==> src/rtl/tff_updown_counter.sv <==
// tff_updown_counter: WIDTH-bit up/down counter built from T-type state bits.
// Each bit toggles when all lower bits sit at the terminal value for the
// current direction. Supports saturate or wrap at terminal count, a parallel
// load, and a registered one-cycle pulse whenever the count wraps.
module tff_updown_counter #(
    parameter int WIDTH = 4
) (
    input  logic             Clk,
    input  logic             Rst,
    input  logic             En,
    input  logic             Up,
    input  logic             Sat,
    input  logic             Load,
    input  logic [WIDTH-1:0] D,
    output logic [WIDTH-1:0] Q,
    output logic [WIDTH-1:0] Qbar,
    output logic [WIDTH-1:0] T,
    output logic             Tc,
    output logic             Wrap
);

    logic [WIDTH-1:0] q_q;
    logic [WIDTH-1:0] q_d;
    logic             wrap_q;
    logic             wrap_d;

    logic [WIDTH-1:0] t_raw_s;
    logic [WIDTH-1:0] t_s;
    logic             tc_s;
    logic             run_s;

    // Ripple the toggle condition up the bits: bit i toggles when counting is
    // enabled and every lower bit is at the terminal level for the direction.
    // The final carry is En AND all bits terminal, which is the terminal count.
    always_comb begin
        t_raw_s = {WIDTH{1'b0}};
        run_s   = En;
        for (int i = 0; i < WIDTH; i++) begin
            t_raw_s[i] = run_s;
            if (Up) begin
                run_s = run_s & q_q[i];
            end else begin
                run_s = run_s & ~q_q[i];
            end
        end
        tc_s = run_s;
    end

    // In saturate mode a terminal count suppresses every toggle so Q holds.
    always_comb begin
        if (Sat && tc_s) begin
            t_s = {WIDTH{1'b0}};
        end else begin
            t_s = t_raw_s;
        end
    end

    // Next-state selection: load beats counting, counting beats hold. Wrap is
    // flagged only when a terminal count is passed through in wrap mode.
    always_comb begin
        q_d    = q_q;
        wrap_d = 1'b0;
        if (Load) begin
            q_d    = D;
            wrap_d = 1'b0;
        end else if (En) begin
            q_d    = q_q ^ t_s;
            wrap_d = tc_s & ~Sat;
        end else begin
            q_d    = q_q;
            wrap_d = 1'b0;
        end
    end

    // State register with synchronous reset that overrides load and count.
    always_ff @(posedge Clk) begin
        if (Rst) begin
            q_q    <= {WIDTH{1'b0}};
            wrap_q <= 1'b0;
        end else begin
            q_q    <= q_d;
            wrap_q <= wrap_d;
        end
    end

    assign Q    = q_q;
    assign Qbar = ~q_q;
    assign T    = t_s;
    assign Tc   = tc_s;
    assign Wrap = wrap_q;

endmodule

==> config.mk <==
export PLATFORM = sky130hd
export DESIGN_NAME = tff_updown_counter
export DESIGN_NICKNAME = d
export VERILOG_FILES = /design/src/rtl/tff_updown_counter.sv
export SDC_FILE = /design/constraint.sdc
export NUM_CORES = 1
export LEC_CHECK = 0
export ABC_AREA = 1
export BUFFER_PORTS_ARGS = -buffer_cell sky130_fd_sc_hd__clkbuf_2
export CORE_AREA = 5 5 42 44
export DETAILED_ROUTE_END_ITERATION = 10
export DIE_AREA = 0 0 47 49
export GPL_TIMING_DRIVEN = 0
export PLACE_DENSITY_LB_ADDON = 0.25
export SLEW_MARGIN = 5
export SYNTH_ARGS = -nofsm -noshare
export SYNTH_HDL_FRONTEND = slang
export SYNTH_SLANG_ARGS = --single-unit
==> constraint.sdc <==
create_clock -name Clk -period 1.65 [get_ports Clk]
set_clock_uncertainty 0.05 [all_clocks]
set_input_delay 0.165 -clock Clk [delete_from_list [all_inputs] [get_ports Clk]]
set_output_delay 0.165 -clock Clk [all_outputs]
set_load 0.02 [all_outputs]
==> results of run 1 <==
flip-flops by register name, summed over array words and instances (netlist names):
name  flops
Q         4
Wrap      1
metal layers:
layer  vias to the layer above  share of wire
met1                       207           0.42
met2                        17           0.52
met3                         0          0.066
met4                         0              0
li1                        262              -
met5                         -              0
layout make-up:
cell class | count | area, um2 | share of cell area
multi-input combinational | 45 | 277 | 0.437
timing repair buffer | 26 | 140 | 0.221
sequential | 5 | 106 | 0.168
inverter | 14 | 52.6 | 0.0830
clock buffer | 4 | 26.3 | 0.0415
tap | 16 | 20.0 | 0.0316
buffer | 1 | 11.3 | 0.0178
power breakdown:
part / internal [mW] / leakage, nW / switching (mW) / total, mW
registers: 0.130 / 0.0424 / 0.00959 / 0.139
clock network: 0.0910 / 0.0150 / 0.0441 / 0.135
logic: 0.0547 / 0.294 / 0.0962 / 0.151
worst max-delay path, cell delays in order, from the launching register on:
cell	delay, ns
dfxtp_2	0.33
inv_2	0.07
nand2_4	0.07
nand2_2	0.06
nor2_4	0.12
nand4_4	0.15
nand2_2	0.13
inv_1	0.04
clkbuf_2	0.14
timing repair:
item / CTS / global route
setup endpoints to repair: 3 / 4
setup buffers: 0 / 4
resized for setup: 1 / 6
endpoints found under the hold margin: 0 / 0
pin swaps: 0 / 1
stage by stage:
stage | setup slack, ns | hold slack [ns] | area (um2)
final | 0.0816 | 0.107 | 633
after global routing | -0.0156 | 0.109 | 633
after CTS | 0.0188 | 0.105 | 596
after detailed placement | 0.240 | 0.359 | 568
after global placement | 0.262 | 0.361 | 568
after floorplan | 0.198 | 0.177 | 438
final timing paths:
check	start	to	cells past startpoint	slack (ns)
setup / recovery	Q[0]	T[1]	8	0.08
setup reg to reg	Q[0]	Q[0]	9	0.27
hold / removal	D[2]	Q[2]	3	0.11
hold reg to reg	Q[0]	Q[0]	3	0.51
synth_stat cells (all sizes together):
cell	count
nor3	1
xor2	1
nand4	1
nor4	1
nand2	20
o21ai	1
inv	14
buf	1
dfxtp	5
nor2	8
nand3	7
a21oi	5
kinds of logic after synthesis:
family                    share of synthesized area
buffers and inverters                         0.146
DFF                                           0.229
and+or+nand+nor                               0.520
xor gates and xnor gates                     0.0200
AOI/OAI and AO/OA                            0.0857
==> out/metrics.csv, run 1 <==
metric,value,unit
status,"finished, final reports clean",
max_cap viols,0,
final core utilization,0.452,
post-synth top area share,0.229,
Slew @ Worst Pin,0.233,ns
gr ovfl total,0,
Mapped Cells,65,
Inst Count DP,103,
share of cells above drive strength 1,0.579,
Synth-to-Final Area Change,44.6,%
clock sinks,5,
syn_nets,75,
Final Max Slew Viols,0,
most frequent cells in the layout,"clkbuf_2, nand2_1, inv_1",
Clock Latency Late Sink,0.24,ns
Worst-path clk slew,0.04,ns
"most common cell after layout, fill and taps aside",clkbuf_2,
ANT nets after route,0,
first-pass iteration count of the detailed router,4,
gr busiest metal,met2,
power per cell area,672,mW/mm2
Finished Layout Cells,111,
final wirelength,1020,um
Post-Syn Area,438,um2
post-DP HPWL,884,um
GRT Overall Usage,0.106,
"Seq/Total Area, Yosys",0.229,
leading area contributor after synthesis,dfxtp_1,
Hold Path Class,in -> reg,
worst vdd ir,439,uV
Die Width,47,um
GR Layer Usage met1,0.129,
Setup CP Type,reg -> out,
Final period util,0.951,
first-pass GRT wire length,1790,um
Hold Fails Final Rpt,0,
H-tree levels,1,
initial DRC count,4,
Crit. End Element,output port,
via count,486,
DR DRC count,0,
GR Layer Usage met2,0.161,
Netlist cell types,18,
Core Region,0.00140,mm2
TNS Setup,0,ns
final setup violation count,0,
Die ar.,0.00230,mm2
slew margin rel.,0.844,
fmax,638,MHz
Die H,49,um
ranking of synthesized cells by area,"dfxtp_1, nand2_1, nand2_2, inv_1, nor2_4",
crit path time final,1.57,ns
crit path launch type,flop,
Final GP Congestion,0.796,
RSZ-0062 raised after global routing,true,
Synth warnings,0,
CTS tree,yes,
Clk Tree Root Cell,clkbuf_4,
grt met3 use,0.0443,
"Hold-fix buffers, CTS",0,
CP max FO,7,
Lkg Pwr,0.352,nW
routed len/inst,9.15,um
worst path required time,1.43,ns
Max clock buf depth,2,
IO Port Bufs,22,
Initial Utilization,0.313,
"Power, Total",0.425,mW
fill cell count,171,
Syn Area/Cell,6.74,um2
initial antenna violation count,0,
vias in the first global route,439,
"flops & latches, synth",5,
row count,14,
fin nets,106,
CP arrival,1.35,ns
largest net degree at the start of global routing,8,
I/O pin cnt,24,
drt via density,4.38,
CTS buffer count,3,
Ant. Diodes,0,
(Power assumes the default switching activity.)
==> run 2: changes to the inputs <==
--- a/config.mk
+++ b/config.mk
@@ -5,7 +5,6 @@
 export SDC_FILE = /design/constraint.sdc
 export NUM_CORES = 1
 export LEC_CHECK = 0
-export ABC_AREA = 1
 export BUFFER_PORTS_ARGS = -buffer_cell sky130_fd_sc_hd__clkbuf_2
 export CORE_AREA = 5 5 42 44
 export DETAILED_ROUTE_END_ITERATION = 10
==> run 2 against run 1 <==
Net effect: the flow now finishes with violations (negative setup slack); non-clock buffer count grew 6; critical path depth shrank 4; first-iteration DRC count grew to 2.5 times the previous value; core utilization grew 7.1 points; worst setup slack lost 0.092 ns; synthesized cell count shrank 17%; clock power grew 7%; wire length grew 34%; register-to-register slack lost 0.19 ns.
==> out/metrics.csv, run 2 <==
metric,value,unit
status,finished with violations,
violated checks,negative setup slack,
largest net degree at the start of global routing,9,
Ant. Diodes,0,
power per cell area,672,mW/mm2
DR DRC count,0,
critical path's slowest cell,or3_4,
share of cells above drive strength 1,0.562,
ANT nets after route,0,
crit-path leading delay family,simple AND/OR/NAND/NOR gates,
most frequent cells in the layout,"clkbuf_2, buf_4, inv_1",
H-tree levels,1,
Clk Tree Root Cell,clkbuf_4,
gr ovfl total,0,
Hold Path Class,in -> reg,
Syn Area/Cell,8.60,um2
Clock power frac,0.295,
number of synthesized flops with an enable pin,0,
leading area contributor after synthesis,dfxtp_1,
final setup violation count,2,
post-synth top area share,0.216,
Clock Latency Late Sink,0.25,ns
Core Region,0.00140,mm2
Mapped Cells,54,
Internal,0.318,mW
max_cap viols,0,
predominant post-synthesis flop cell,dfxtp_1,
cells along the critical path,or3_4 -> o22ai_4 -> and2_4 -> clkbuf_8,
initial antenna violation count,0,
Crit. End Element,output port,
worst hold slack,0.102,ns
Seq pwr share,0.288,
first-pass GRT wire length,2120,um
Synth-to-Final Area Change,57.7,%
Post-Syn Area,464,um2
Netlist cell types,32,
final core utilization,0.522,
drt via density,5.08,
Largest register FFs,4,
slack of the critical path,-0.0101,ns
fmax,602,MHz
slew margin rel.,0.751,
crit path time final,1.66,ns
via count,533,
syn_nets,64,
worst path required time,1.43,ns
CP max stage delay,0.42,ns
Switch Pwr,0.175,mW
top-count cell post-synth,inv_1,
Worst Path Buf+Inv,1,
Initial Utilization,0.331,
Slew @ Worst Pin,0.364,ns
routed len/inst,13.0,um
"flops & latches, synth",5,
I/O pin cnt,24,
initial DRC count,10,
"Seq/Total Area, Yosys",0.216,
post-DP HPWL,980,um
Final GP Congestion,0.768,
row count,14,
Worst-path clk slew,0.05,ns
ranking of synthesized cells by area,"dfxtp_1, a211o_1, nand3_1, buf_6, inv_1",
"most common cell after layout, fill and taps aside",clkbuf_2,
Lkg Pwr,0.322,nW
Final period util,1.01,
Synth warnings,0,
Hold Fails Final Rpt,0,
asr flop ratio synth,0,
sw frac,0.355,
GRT Overall Usage,0.127,
crit path launch type,flop,
"Hold-fix buffers, CTS",0,
Die ar.,0.00230,mm2
Die Width,47,um
Max clock buf depth,2,
combinational power share,0.417,
first-pass iteration count of the detailed router,4,
fin nets,100,
CP max FO,4,
vias in the first global route,477,
CTS tree,yes,
Final Max Slew Viols,0,
CP arrival,1.45,ns
Setup CP Type,reg -> out,
final wirelength,1360,um
Die H,49,um
worst vdd ir,341,uV
CTS buffer count,3,
Synth top cells by count,"inv_1, dfxtp_1, nand3_1, nor2_1",
clock sinks,5,
RSZ-0062 raised after global routing,true,
IO Port Bufs,22,
-- run 2: path summary, 6_finish.rpt --
| kind | startpoint | endpoint | slack [ns] | cells after the start |
|---|---|---|---|---|
| max | Q[3] | Tc | -0.01 | 4 |
| min | D[0] | Q[0] | 0.10 | 3 |
| max reg2reg | Q[2] | Q[2] | 0.08 | 5 |
| min reg2reg | Q[1] | Q[1] | 0.64 | 3 |
-- run 2: stage by stage --
stage / setup TNS, ns / cell area, um2 / std cells / total power, mW / setup WS [ns]
final: -0.0190 / 732 / 105 / 0.492 / -0.0101
after floorplan: 0 / 464 / 54 / 0.258 / 0.0128
after CTS: -0.0416 / 702 / 102 / 0.490 / -0.0376
after detailed placement: 0 / 594 / 92 / 0.314 / 0.0877
after global placement: 0 / 594 / 92 / 0.312 / 0.112
after global routing: -0.240 / 732 / 105 / 0.525 / -0.0647
-- run 2: cells by family after synthesis --
logic type,Yosys count,share of synthesized area
DFF,5,0.216
buffers and inverters,8,0.0970
AOI/OAI and AO/OA,15,0.318
and+or+nand+nor,24,0.315
xor gates and xnor gates,2,0.0539
-- run 2: per-layer routing --
metal | part of all wire | GRT usage | vias to the layer above | routed length [um]
met5 | 0 | 0 | - | 0
met4 | 0.0096 | 0.0415 | 0 | 13
met3 | 0.065 | 0.0554 | 2 | 88
met2 | 0.50 | 0.199 | 16 | 683
met1 | 0.42 | 0.149 | 241 | 575
li1 | - | - | 274 | -
-- run 2: power by group through the flow --
stage | clock, mW | sequential (mW) | combinational, mW
after floorplan | 0 | 0.153 | 0.105
after global placement | 0 | 0.144 | 0.168
after detailed placement | 0 | 0.145 | 0.169
after CTS | 0.151 | 0.143 | 0.197
after global routing | 0.161 | 0.143 | 0.221
final | 0.145 | 0.142 | 0.205
-- run 2: area by class of cell --
class	instances	area (um2)
Fill cell	143	669
Clock buffer	4	26.3
Timing Repair Buffer	32	208
Multi-Input combinational cell	41	332
Buffer	1	11.3
Sequential cell	5	113
Inverter	6	22.5
Tap cell	16	20.0
-- run 2: timing repair --
action / 4_1_cts / 5_1_grt
hold endpoints to repair: 0 / 0
pin swaps: 6 / 6
resized for setup: 13 / 6
buffers inserted: 7 / 3
endpoints found under the setup margin: 4 / 5
-- run 2: tightest hold or removal path, cell delays in order --
cell and delay, ns:
clkbuf_2 0.07, a31oi_1 0.07, nand2_1 0.06
==> run 3: changes to the inputs <==
--- a/config.mk
+++ b/config.mk
@@ -15,3 +15,4 @@
 export SYNTH_ARGS = -nofsm -noshare
 export SYNTH_HDL_FRONTEND = slang
 export SYNTH_SLANG_ARGS = --single-unit
+export TNS_END_PERCENT = 50
==> run 3 against run 2 <==
Net effect: the run still ends with negative setup slack left; critical path depth stayed put; clock power hardly changed; cell count stayed put; count of clock-buffer cells in the layout stayed put; largest power group unchanged; highest routed layer unchanged.
==> out/metrics.csv, run 3 (synthesis gave the netlist of run 2 again) <==
metric,value,unit
vias in the first global route,477,
most frequent cells in the layout,"clkbuf_2, buf_4, inv_1",
post-DP HPWL,980,um
CP max FO,4,
Die H,49,um
CP arrival,1.45,ns
RSZ-0062 raised after global routing,true,
slack of the critical path,-0.0100,ns
Worst R2R Setup Slack,0.08,ns
Core Region,0.00140,mm2
row count,14,
Hold Path Class,in -> reg,
routed len/inst,12.9,um
Ant. Diodes,0,
via count,530,
Final GP Congestion,0.768,
CTS tree,yes,
Finished Layout Cells,105,
clock sinks,5,
Clock power frac,0.296,
DP Worst Slack,0.0877,ns
Internal,0.316,mW
sw frac,0.355,
Initial Utilization,0.331,
first-pass GRT wire length,2120,um
worst vdd ir,340,uV
final core utilization,0.521,
Largest register FFs,4,
crit path launch type,flop,
Lkg Pwr,0.321,nW
Setup CP Type,reg -> out,
IO Port Bufs,22,
Die Width,47,um
initial DRC count,8,
violated checks,negative setup slack,
Inst Count DP,92,
Max clock buf depth,2,
gr ovfl total,0,
Hold Fails Final Rpt,0,
share of cells above drive strength 1,0.562,
max_cap viols,0,
slew margin rel.,0.751,
combinational power share,0.415,
GRT Overall Usage,0.127,
status,finished with violations,
"Hold-fix buffers, CTS",0,
"most common cell after layout, fill and taps aside",clkbuf_2,
fmax,602,MHz
Worst-path clk slew,0.05,ns
Crit. End Element,output port,
largest net degree at the start of global routing,9,
fin nets,100,
I/O pin cnt,24,
CTS buffer count,3,
crit path time final,1.66,ns
drt via density,5.05,
Slew @ Worst Pin,0.364,ns
Final Max Slew Viols,0,
Clock Latency Late Sink,0.25,ns
power per cell area,672,mW/mm2
ANT nets after route,0,
Clk Tree Root Cell,clkbuf_4,
Final period util,1.01,
worst path required time,1.43,ns
final setup violation count,1,
Switch Pwr,0.174,mW
initial antenna violation count,0,
worst hold slack,0.102,ns
first-pass iteration count of the detailed router,4,
"Power, Total",0.490,mW
DR DRC count,0,
Die ar.,0.00230,mm2
Synth-to-Final Area Change,57.1,%
Seq pwr share,0.288,
final wirelength,1360,um
H-tree levels,1,
-- run 3: cell count changes in the layout (fill, tap and decap cells not counted) --
cell	previous run	this run
buf_2	1	2
buf_4	12	11
-- run 3: through the flow --
stage,setup TNS (ns),instance area (um2)
after global placement,0,594
after CTS,-0.0416,702
final,-0.0100,729
after floorplan,0,464
after global routing,-0.222,729
after detailed placement,0,594
-- run 3: layout make-up --
cell class / instances / area [um2]
buffer: 1 / 11.3
clock buffer: 4 / 26.3
fill: 144 / 672
inverter: 6 / 22.5
multi-input combinational: 41 / 332
sequential: 5 / 113
tap: 16 / 20.0
timing repair buffer: 32 / 205
-- run 3: power by group through the flow --
stage | clock network [mW] | registers (mW) | logic [mW]
3_3_place_gp | 0 | 0.144 | 0.168
6_report | 0.145 | 0.141 | 0.204
3_5_place_dp | 0 | 0.145 | 0.169
5_1_grt | 0.161 | 0.143 | 0.219
2_1_floorplan | 0 | 0.153 | 0.105
4_1_cts | 0.151 | 0.143 | 0.197
-- run 3: per-layer routing --
layer  up-vias  global-route usage  share of wire  wire, um
li1        274                   -              -         -
met1       236               0.149           0.42       566
met2        18               0.199           0.50       677
met3         2              0.0554          0.072        97
met4         0              0.0415         0.0096        13
met5         -                   0              0         0
-- run 3: critical path, cell delays in order, from the launching register on --
cell      delay [ns]
dfxtp_4         0.35
or3_4           0.42
o22ai_4         0.13
and2_4          0.17
clkbuf_8        0.13
-- run 3: repair_timing --
| item | 4_1_cts | 5_1_grt |
|---|---|---|
| setup buffers | 7 | 3 |
| endpoints found under the setup margin | 4 | 5 |
| gates resized for setup | 13 | 5 |
| pin swaps | 6 | 5 |
-- run 3: path summary, 6_finish.rpt --
check / startpoint / endpoint / cells past startpoint
worst max-delay path: Q[3] / Tc / 4
worst min register to register: Q[1] / Q[1] / 3
worst min-delay path: D[0] / Q[0] / 3
worst max register to register: Q[2] / Q[2] / 5
